`src/rtl/mc_pkg.sv`:
```
// mc_pkg: shared definitions for the multicycle MIPS controller.
//   - state_t       : controller FSM states
//   - OP_* / FN_*   : instruction opcode and R-type funct encodings
//   - ALU_*         : alucontrol codes driven to the datapath ALU
//   - SRCB_* / PCSRC_* : datapath mux select encodings
//   - FAULT_*       : sticky fault codes
package mc_pkg;

    typedef enum logic [3:0] {
        FETCH   = 4'd0,
        DECODE  = 4'd1,
        MEMADR  = 4'd2,
        MEMRD   = 4'd3,
        MEMWB   = 4'd4,
        MEMWR   = 4'd5,
        EXECUTE = 4'd6,
        ALUWB   = 4'd7,
        BRANCH  = 4'd8,
        ADDIEX  = 4'd9,
        ORIEX   = 4'd10,
        IMMWB   = 4'd11,
        JUMP    = 4'd12,
        ERROR   = 4'd13
    } state_t;

    // Opcodes (instr[31:26])
    localparam logic [5:0] OP_RTYPE = 6'b000000;
    localparam logic [5:0] OP_J     = 6'b000010;
    localparam logic [5:0] OP_BEQ   = 6'b000100;
    localparam logic [5:0] OP_BNE   = 6'b000101;
    localparam logic [5:0] OP_ADDI  = 6'b001000;
    localparam logic [5:0] OP_ORI   = 6'b001101;
    localparam logic [5:0] OP_LW    = 6'b100011;
    localparam logic [5:0] OP_SW    = 6'b101011;

    // R-type funct codes (instr[5:0])
    localparam logic [5:0] FN_ADD = 6'b100000;
    localparam logic [5:0] FN_SUB = 6'b100010;
    localparam logic [5:0] FN_AND = 6'b100100;
    localparam logic [5:0] FN_OR  = 6'b100101;
    localparam logic [5:0] FN_SLT = 6'b101010;

    // ALU operation codes
    localparam logic [2:0] ALU_ADD = 3'b010;
    localparam logic [2:0] ALU_SUB = 3'b110;
    localparam logic [2:0] ALU_AND = 3'b000;
    localparam logic [2:0] ALU_OR  = 3'b001;
    localparam logic [2:0] ALU_SLT = 3'b111;

    // ALU B-operand select
    localparam logic [1:0] SRCB_REG   = 2'b00;
    localparam logic [1:0] SRCB_FOUR  = 2'b01;
    localparam logic [1:0] SRCB_IMM   = 2'b10;
    localparam logic [1:0] SRCB_BRIMM = 2'b11;

    // PC source select
    localparam logic [1:0] PCSRC_ALU    = 2'b00;
    localparam logic [1:0] PCSRC_ALUOUT = 2'b01;
    localparam logic [1:0] PCSRC_JUMP   = 2'b10;

    // Sticky fault codes
    localparam logic [1:0] FAULT_NONE    = 2'b00;
    localparam logic [1:0] FAULT_ILLEGAL = 2'b01;
    localparam logic [1:0] FAULT_TIMEOUT = 2'b10;

    // States that hold mem_req high and therefore run the wait counter.
    function automatic logic is_mem_state(input state_t s);
        return (s == FETCH) || (s == MEMRD) || (s == MEMWR);
    endfunction

endpackage

```
`src/rtl/mc_funct_dec.sv`:
```
// mc_funct_dec: R-type funct field decoder.
//   funct      in  6  instr[5:0]
//   alucontrol out 3  ALU operation for the funct (ADD when unknown)
//   valid      out 1  funct is one of add/sub/and/or/slt
module mc_funct_dec
    import mc_pkg::*;
(
    input  logic [5:0] funct,
    output logic [2:0] alucontrol,
    output logic       valid
);

    always_comb begin
        alucontrol = ALU_ADD;
        valid      = 1'b1;
        case (funct)
            FN_ADD:  alucontrol = ALU_ADD;
            FN_SUB:  alucontrol = ALU_SUB;
            FN_AND:  alucontrol = ALU_AND;
            FN_OR:   alucontrol = ALU_OR;
            FN_SLT:  alucontrol = ALU_SLT;
            default: valid      = 1'b0;
        endcase
    end

endmodule

```
`src/rtl/multicycle_ctrl.sv`:
```
// multicycle_ctrl: Moore controller for a multicycle MIPS datapath sharing one
// instruction/data memory through a req/ready handshake.
//   clk, reset          clock (rising edge), asynchronous active-high reset
//   op, funct           opcode / funct from the instruction register
//   zero                ALU zero flag (branch decision)
//   mem_ready           memory completes the current access this cycle
//   mem_req, memwrite, iord                    memory interface controls
//   irwrite, pcen, regwrite                    datapath register enables
//   regdst, memtoreg, alusrca, alusrcb, extop, pcsrc   datapath mux selects
//   alucontrol          ALU operation
//   instr_done          one-cycle pulse in the last state of each instruction
//   fault               sticky fault code (none / illegal / memory timeout)
module multicycle_ctrl
    import mc_pkg::*;
#(
    parameter int WAIT_W  = 4,
    parameter int TIMEOUT = 15   // must be < 2**WAIT_W
) (
    input  logic       clk,
    input  logic       reset,
    input  logic [5:0] op,
    input  logic [5:0] funct,
    input  logic       zero,
    input  logic       mem_ready,
    output logic       mem_req,
    output logic       memwrite,
    output logic       iord,
    output logic       irwrite,
    output logic       pcen,
    output logic       regwrite,
    output logic       regdst,
    output logic       memtoreg,
    output logic       alusrca,
    output logic [1:0] alusrcb,
    output logic       extop,
    output logic [1:0] pcsrc,
    output logic [2:0] alucontrol,
    output logic       instr_done,
    output logic [1:0] fault
);

    state_t              state_reg;
    logic [WAIT_W-1:0]   wait_cnt_reg;
    logic [1:0]          fault_reg;

    logic [2:0]          funct_alu;
    logic                funct_valid;
    logic                wait_expired;

    mc_funct_dec u_funct_dec (
        .funct      (funct),
        .alucontrol (funct_alu),
        .valid      (funct_valid)
    );

    // The cycle in which the counter would reach TIMEOUT is the last stall
    // cycle tolerated: leaving to ERROR here gives exactly TIMEOUT cycles of
    // mem_req without mem_ready.
    assign wait_expired = !mem_ready && (wait_cnt_reg == WAIT_W'(TIMEOUT - 1));

    always_ff @(posedge clk or posedge reset) begin
        if (reset) begin
            state_reg    <= FETCH;
            wait_cnt_reg <= '0;
            fault_reg    <= FAULT_NONE;
        end else begin
            // Counter is zero in every non-memory state, so it is already
            // clear on entry to FETCH/MEMRD/MEMWR.
            if (is_mem_state(state_reg) && !mem_ready && !wait_expired)
                wait_cnt_reg <= wait_cnt_reg + 1'b1;
            else
                wait_cnt_reg <= '0;

            case (state_reg)
                FETCH: begin
                    if (mem_ready)
                        state_reg <= DECODE;
                    else if (wait_expired) begin
                        state_reg <= ERROR;
                        fault_reg <= FAULT_TIMEOUT;
                    end
                end
                DECODE: begin
                    case (op)
                        OP_LW, OP_SW:   state_reg <= MEMADR;
                        OP_RTYPE: begin
                            if (funct_valid)
                                state_reg <= EXECUTE;
                            else begin
                                state_reg <= ERROR;
                                fault_reg <= FAULT_ILLEGAL;
                            end
                        end
                        OP_BEQ, OP_BNE: state_reg <= BRANCH;
                        OP_ADDI:        state_reg <= ADDIEX;
                        OP_ORI:         state_reg <= ORIEX;
                        OP_J:           state_reg <= JUMP;
                        default: begin
                            state_reg <= ERROR;
                            fault_reg <= FAULT_ILLEGAL;
                        end
                    endcase
                end
                MEMADR:  state_reg <= (op == OP_SW) ? MEMWR : MEMRD;
                MEMRD: begin
                    if (mem_ready)
                        state_reg <= MEMWB;
                    else if (wait_expired) begin
                        state_reg <= ERROR;
                        fault_reg <= FAULT_TIMEOUT;
                    end
                end
                MEMWR: begin
                    if (mem_ready)
                        state_reg <= FETCH;
                    else if (wait_expired) begin
                        state_reg <= ERROR;
                        fault_reg <= FAULT_TIMEOUT;
                    end
                end
                MEMWB, ALUWB, BRANCH, IMMWB, JUMP: state_reg <= FETCH;
                EXECUTE: state_reg <= ALUWB;
                ADDIEX, ORIEX: state_reg <= IMMWB;
                ERROR:   state_reg <= ERROR;
                default: state_reg <= FETCH;
            endcase
        end
    end

    assign fault = fault_reg;

    // Output decode from the state register. Everything is gated by reset so
    // strobes drop immediately on reset assertion, without waiting for the
    // asynchronous state update to propagate.
    always_comb begin
        mem_req    = 1'b0;
        memwrite   = 1'b0;
        iord       = 1'b0;
        irwrite    = 1'b0;
        pcen       = 1'b0;
        regwrite   = 1'b0;
        regdst     = 1'b0;
        memtoreg   = 1'b0;
        alusrca    = 1'b0;
        alusrcb    = SRCB_REG;
        extop      = 1'b0;
        pcsrc      = PCSRC_ALU;
        alucontrol = ALU_ADD;
        instr_done = 1'b0;
        if (!reset) begin
            case (state_reg)
                FETCH: begin
                    mem_req = 1'b1;
                    alusrcb = SRCB_FOUR;
                    irwrite = mem_ready;
                    pcen    = mem_ready;
                end
                DECODE:  alusrcb = SRCB_BRIMM;
                MEMADR: begin
                    alusrca = 1'b1;
                    alusrcb = SRCB_IMM;
                end
                MEMRD: begin
                    mem_req = 1'b1;
                    iord    = 1'b1;
                end
                MEMWB: begin
                    regwrite   = 1'b1;
                    memtoreg   = 1'b1;
                    instr_done = 1'b1;
                end
                MEMWR: begin
                    mem_req    = 1'b1;
                    memwrite   = 1'b1;
                    iord       = 1'b1;
                    instr_done = mem_ready;
                end
                EXECUTE: begin
                    alusrca    = 1'b1;
                    alucontrol = funct_alu;
                end
                ALUWB: begin
                    regwrite   = 1'b1;
                    regdst     = 1'b1;
                    instr_done = 1'b1;
                end
                BRANCH: begin
                    alusrca    = 1'b1;
                    alucontrol = ALU_SUB;
                    pcsrc      = PCSRC_ALUOUT;
                    // op[0] is 0 for BEQ, 1 for BNE
                    pcen       = zero ^ op[0];
                    instr_done = 1'b1;
                end
                ADDIEX: begin
                    alusrca = 1'b1;
                    alusrcb = SRCB_IMM;
                end
                ORIEX: begin
                    alusrca    = 1'b1;
                    alusrcb    = SRCB_IMM;
                    extop      = 1'b1;
                    alucontrol = ALU_OR;
                end
                IMMWB: begin
                    regwrite   = 1'b1;
                    instr_done = 1'b1;
                end
                JUMP: begin
                    pcsrc      = PCSRC_JUMP;
                    pcen       = 1'b1;
                    instr_done = 1'b1;
                end
                default: ;
            endcase
        end
    end

endmodule
```
`config.mk`:
```
export PLATFORM = sky130hd
export DESIGN_NAME = multicycle_ctrl
export DESIGN_NICKNAME = d
export VERILOG_FILES = /design/src/rtl/mc_pkg.sv /design/src/rtl/mc_funct_dec.sv /design/src/rtl/multicycle_ctrl.sv
export SDC_FILE = /design/constraint.sdc
export NUM_CORES = 1
export LEC_CHECK = 0
export BUFFER_PORTS_ARGS = -buffer_cell sky130_fd_sc_hd__clkbuf_2
export CORE_MARGIN = 10
export CORE_UTILIZATION = 50
export DETAILED_ROUTE_END_ITERATION = 7
export PLACE_DENSITY = 0.88
export SYNTH_ARGS = -nofsm -noshare
export SYNTH_HDL_FRONTEND = slang
export SYNTH_SLANG_ARGS = --single-unit
export TNS_END_PERCENT = 50
```
`constraint.sdc`:
```
create_clock -name clk -period 2 [get_ports clk]
set_input_delay 0.4 -clock clk [delete_from_list [all_inputs] [get_ports clk]]
set_output_delay 0.4 -clock clk [all_outputs]
set_load 0.02 [all_outputs]
```
### After elaboration in Yosys (flattened, before gate mapping)

Index checks and enable logic that the tools add are counted.

| word-level totals | value |
|---|---|
| bits of input ports | 16 |
| register bits after elaboration | 10 |

| cells by class | value |
|---|---|
| bitwise gates (word level) | 1 |
| eq/ne operators | 30 |
| reductions and logical operators | 22 |
| muxes and demuxes | 44 |
| add/sub/neg operators | 1 |

Operators with widths:

| cell | number |
|---|---|
| $eq A6 B6 Y1 const B | 7 |
| $pmux W4 S8 | 1 |
| $eq A4 B4 Y1 const B | 7 |
| $mux W4 | 6 |
| $pmux W4 S6 | 1 |
| $mux W1 | 21 |
| $eq A4 B3 Y1 const B | 4 |
| $reduce_or A5 Y1 | 3 |
| $eq A6 B3 Y1 const B | 2 |
| $eq A6 B4 Y1 const B | 2 |
| $pmux W2 S2 | 3 |
| $pmux W3 S4 | 1 |
| $mux W2 | 5 |
| $pmux W3 S3 | 1 |
| $reduce_or A3 Y1 | 3 |
| $eq A4 B2 Y1 const B | 2 |
| $reduce_or A2 Y1 | 4 |
| $reduce_or A7 Y1 | 1 |
| $eq A6 B2 Y1 const B | 1 |
| $logic_not A6 Y1 | 1 |
| $mux W3 | 2 |
| $pmux W2 S3 | 1 |
| $reduce_and A5 Y1 | 1 |
| $add A4 B1 Y4 const B | 1 |
| 12 further kinds | 17 |

### Depth between registers and ports, before layout

| logic depth | value |
|---|---|
| word-level depth | 6 |
| gate-level depth with buffers | 7 |
| mapped depth without buffers | 7 |

### Modules after synthesis

A second synthesis with hierarchy kept.

| second synthesis, totals | value |
|---|---|
| cells, all modules | 157 |
| area, all modules | 1,148.6 µm² |

By module, submodules not included:

| module | area an instance (µm²) | cells an instance | instances | seq. area each (µm²) |
|---|---|---|---|---|
| multicycle_ctrl | 1,062.3 | 148 | 1 | 250.2 |
| mc_funct_dec | 86.3 | 9 | 1 | 0.0 |

### Worst setup path before layout

Ideal clock, no wire load.

| timing path | value |
|---|---|
| path kind | register -> output |
| from | register state_reg[1] |
| to | output instr_done |
| path slack | -395 ps |
| required time | 1,600 ps |
| buffers on the path | 1 |
| stages on the path, launching flop included | 5 |
| arrival time | 1,995 ps |
| path through | dfrtp_1 clkbuf_1 nand2b_1 a21oi_1 a2111oi_0 |

| between the ends | value |
|---|---|
| word-level cells in the longest chain between the ends | 4 |
| elaborated cells between the ends (all ways) | 9 |
| classes of those cells | 6 x eq/ne; 2 x mux; 1 x reduce/logical |

Ends and longest elaborated chain:

| item | line | text |
|---|---|---|
| start, declared | multicycle_ctrl.sv:42 | `state_t state_reg;` |
| start signal, assigned | multicycle_ctrl.sv:104 | `MEMADR: state_reg <= (op == OP_SW) ? MEMWR : MEMRD;` |
| $eq A4 B4 Y1 or $eq A4 B3 Y1 (tied branches) | multicycle_ctrl.sv:151 | `case (state_reg)` |
| $reduce_or A5 Y1 (no source line) | -- |  |
| $pmux W1 S2 (*) | multicycle_ctrl.sv:151 |  |
| $mux W1 (*) | multicycle_ctrl.sv:150 | `if (!reset) begin` |
| end, declared | multicycle_ctrl.sv:38 | `output logic instr_done,` |

Mark *: on every way between the ends. The rest lies on a longest branch, timed or not.

### Final worst setup path

| timing path | value |
|---|---|
| from | register state_reg[0] |
| to | output alucontrol[0] |

| between the ends | value |
|---|---|
| word-level cells in the longest chain between the ends | 3 |
| elaborated cells between the ends (all ways) | 5 |
| classes of those cells | 3 x eq/ne; 2 x mux |

Ends and longest elaborated chain:

| item | line | text |
|---|---|---|
| $eq A4 B4 Y1 or $eq A4 B3 Y1 (tied branches) | multicycle_ctrl.sv:151 |  |
| $pmux W3 S3 (*) | multicycle_ctrl.sv:151 |  |
| $mux W3 (*) | multicycle_ctrl.sv:150 |  |
| end, declared | multicycle_ctrl.sv:37 | `output logic [2:0] alucontrol,` |

Marked as above.

==> results.txt <==
- Power Density: approximately 1300 nW/um^2
- Number of violations of the max-capacitance limit: 0
* Data arrival, critical path: 1730 ps
- A synthesized cell averages 7.264 um^2.
* Fin crit period: roughly 2100 ps
- Dividing the detail-routed wire length by the instance count gives between 15 and 20 um.
- The longest clock path from root to sink contains 2 buffers.
- On the final layout, the worst clock skew is roughly 11 ps.
- Top FF cell, synth: sky130_fd_sc_hd__dfrtp_1
- Pin count of the biggest net entering global routing: 20
- For the worst-skew pair, the clock arrives at the later sink with an insertion delay of about 270 ps.
- Number of antenna cells inserted: 0
* Final count of pins violating max slew: 0
- Detailed placement finished with a half-perimeter wire length of about 2.6 mm.
- Overall routed net length: around 3.6 mm
- After global routing the overflow that remains totals 0.
* Yosys reg bits: 10
- Peak fanout along the critical path: 2
* Core footprint: around 2000 um^2
* Top cell types by occurrence after synthesis: sky130_fd_sc_hd__nor2_1, sky130_fd_sc_hd__a21oi_1, sky130_fd_sc_hd__nor3_1
* Number of vias in the routed layout: roughly 1,300
* Fmax: between 0.4 and 0.5 GHz
* Die height: between 60 and 70 um
- The netlist uses 43 different library cells.
* First-pass detailed-route iteration total: 4
- The cell area that synthesis handed to floorplanning was ~1000 um^2.
* Post-layout total power: between 1500 and 2000 uW
- In the synthesized netlist the async set-or-reset flop fraction comes to 1.000.
* Final Worst Setup Slack: -134.0 ps
* Number of nets in the synthesized netlist: roughly 160
* Final total negative setup slack: -257.5 ps
- Fillcell total: ~150
* TritonCTS clock tree: yes
- Path category of the worst min-delay check: primary input to asynchronous set/reset pin
* Clock sinks: 10
* Number of buffers created by CTS: 3
- Once layout is complete, the utilization of the core stands at 0.7601.
- Synth Area in Compound Gates: 0.2787
- By startpoint and endpoint, the worst setup path is classified as register to primary output.
* Type of origin of the critical path: register
- Of the total synthesized cell area, the portion taken by AND, OR, NAND and NOR gates is 0.3553.
* Final RePlAce weighted congestion: just over 0.8
* Post-synth EDFFs: 0
- Setup repair after global routing could not meet its margin everywhere.
* Main combinational cell family by area after synthesis: simple AND/OR/NAND/NOR gates
- The worst setup path is captured at a primary output.
- The floorplan step defined a die boundary enclosing between 4000 and 5000 um^2.
* I/O pin cnt: 36
- Outcome: complete, but fails checks
- Initial Util: 0.5278
- Layout overhead on the synthesized area: 44.02%
* Number of vias per cell: between 6 and 7
* Floorplan die width: roughly 66 um
* Period utilisation layout: 1.067
* Number of warning messages in the yosys log: 0
- Top post-synthesis cells by area: sky130_fd_sc_hd__dfrtp_1, sky130_fd_sc_hd__nor2_1, sky130_fd_sc_hd__a21oi_1
- Vias in the first global route: 1,341
- Row cnt: 16
* Peak supply drop: roughly 0.76 mV
- Post-route antenna net violation count: 0
* Required time at the worst-slack endpoint: 1600 ps
- Overall routing resource usage: 0.1652
- Static power due to leakage: ~0.00067 uW
* Clock transition time at the flip-flop clock pins of the worst setup and hold paths: about 70 ps
- Number of remaining DRC errors: 0
- The finished cells cover around 1500 um^2.
- The checks that failed: negative setup slack.
- Worst slew pin tran: 452.9 ps
* Cell area reported after detailed placement: between 1000 and 1500 um^2
- The share of synthesized area in the top cell type comes to 0.2392.
- The initial antenna violation count came to 0.
- Setup violations remaining at the end of the flow were counted as 3.
- Of the total synthesized cell area, the portion taken by XOR and XNOR cells is 0.05024.
* Final #Nets: 215
- The first global-routing pass estimated just under 6 mm of wire.
* Proportion of synthesized area in mux cells: 0
- In this run, the number of DRC markers left after iteration 0 of detailed routing was ~140.
- Of the cells placed in the final design, the portion with a size suffix greater than 1 is 0.4103.
* Tightest slew margin relative to the limit: 0.6903
- Most area-hungry cell type in the Yosys netlist: sky130_fd_sc_hd__dfrtp_1
- By instance count, the leading cell after synthesis is sky130_fd_sc_hd__nor2_1.
* Post-synthesis adder-cell area fraction: 0.02392
* Count of port buffers added during placement: 35
* Cells after Synth: between 100 and 150
- The tree is rooted in a sky130_fd_sc_hd__clkbuf_4.
* Number of hold violations in the final report: 0
* Proportion of synthesized chip area in sequential cells: 0.2392
- H-Tree Depth: 1
## through the flow
step	instances	setup slack, ps	hold WS [ps]
CTS	222	-146.7	319.3
detailed placement	210	-67.05	485.4
finish	222	-134.0	313.2
global route	222	-184.2	359.5
global placement	210	-23.39	461.3
floorplan	144	-23.78	248.4
## final timing paths
check,start,end,slack (ps),depth (start not counted)
min in group clk,wait_cnt_reg[0]$_DFF_PP0_,wait_cnt_reg[0]$_DFF_PP0_,490,1
setup reg to reg,state_reg[2]$_DFF_PP0_,fault[1]$_DFFE_PP0P_,370,6
hold reg to reg,wait_cnt_reg[0]$_DFF_PP0_,wait_cnt_reg[0]$_DFF_PP0_,490,1
max in group asynchronous,reset,state_reg[2]$_DFF_PP0_,1520,4
hold / removal,reset,state_reg[0]$_DFF_PP0_,310,4
setup / recovery,state_reg[0]$_DFF_PP0_,alucontrol[0],-130,5
## cells by family (layout without fill, tap and decap cells)
logic type	count (synthesis)	after routing
simple gates	69	69
compound gates	43	43
fa+ha+maj	2	2
xor+xnor	6	6
buf+inv	14	65
flops	10	10
## cell type report
type                            count  area [um^2]  share of cell area
Multi-Input combinational cell    120        805.8              0.5349
Timing Repair Buffer               57        370.4              0.2458
Sequential cell                    10        252.7              0.1678
Tap cell                           27        33.78             0.02243
Clock buffer                        3        22.52             0.01495
Inverter                            5        21.27             0.01412
## power by group
part / leakage (uW) / internal [uW] / switching (uW)
clock network: 0.0000138 / 69.5 / 69.6
logic: 0.000532 / 662 / 771
registers: 0.000125 / 259 / 55.9
## repair_timing
action	4_1_cts	5_1_grt
buffers inserted	9	0
endpoints found under the setup margin	10	12
gates resized for setup	17	20
pin swaps	4	3
hold buffers	0	0
## layout by cell type (no fill, tap or decap), drive strengths merged, types with 3 or more instances in the layout
cell,instances
dfrtp,10
nor2b,5
nand2b,8
xor2,3
o21ai,8
a21oi,12
nor4,3
xnor2,3
nand2,9
clkbuf,29
inv,5
buf,31
nand3,3
nor3,12
a31oi,4
nor2,18
## critical path: stages, from the launching register on
cell	delay, ps
sky130_fd_sc_hd__dfrtp_1	390
sky130_fd_sc_hd__nand2b_4	150
sky130_fd_sc_hd__or4_4	510
sky130_fd_sc_hd__o22a_1	180
sky130_fd_sc_hd__nor2_1	90
sky130_fd_sc_hd__buf_4	150
## per-layer routing
layer	global-route usage	vias to the layer above	part of all wire	wire [um]
met1	0.1781	626	0.39	1396
met3	0.05763	7	0.098	354
li1	-	644	-	-
met4	0.05080	0	0.012	42
met2	0.2935	60	0.50	1808
met5	0	-	0	0
No activity file was read; power rests on OpenSTA's default activity.
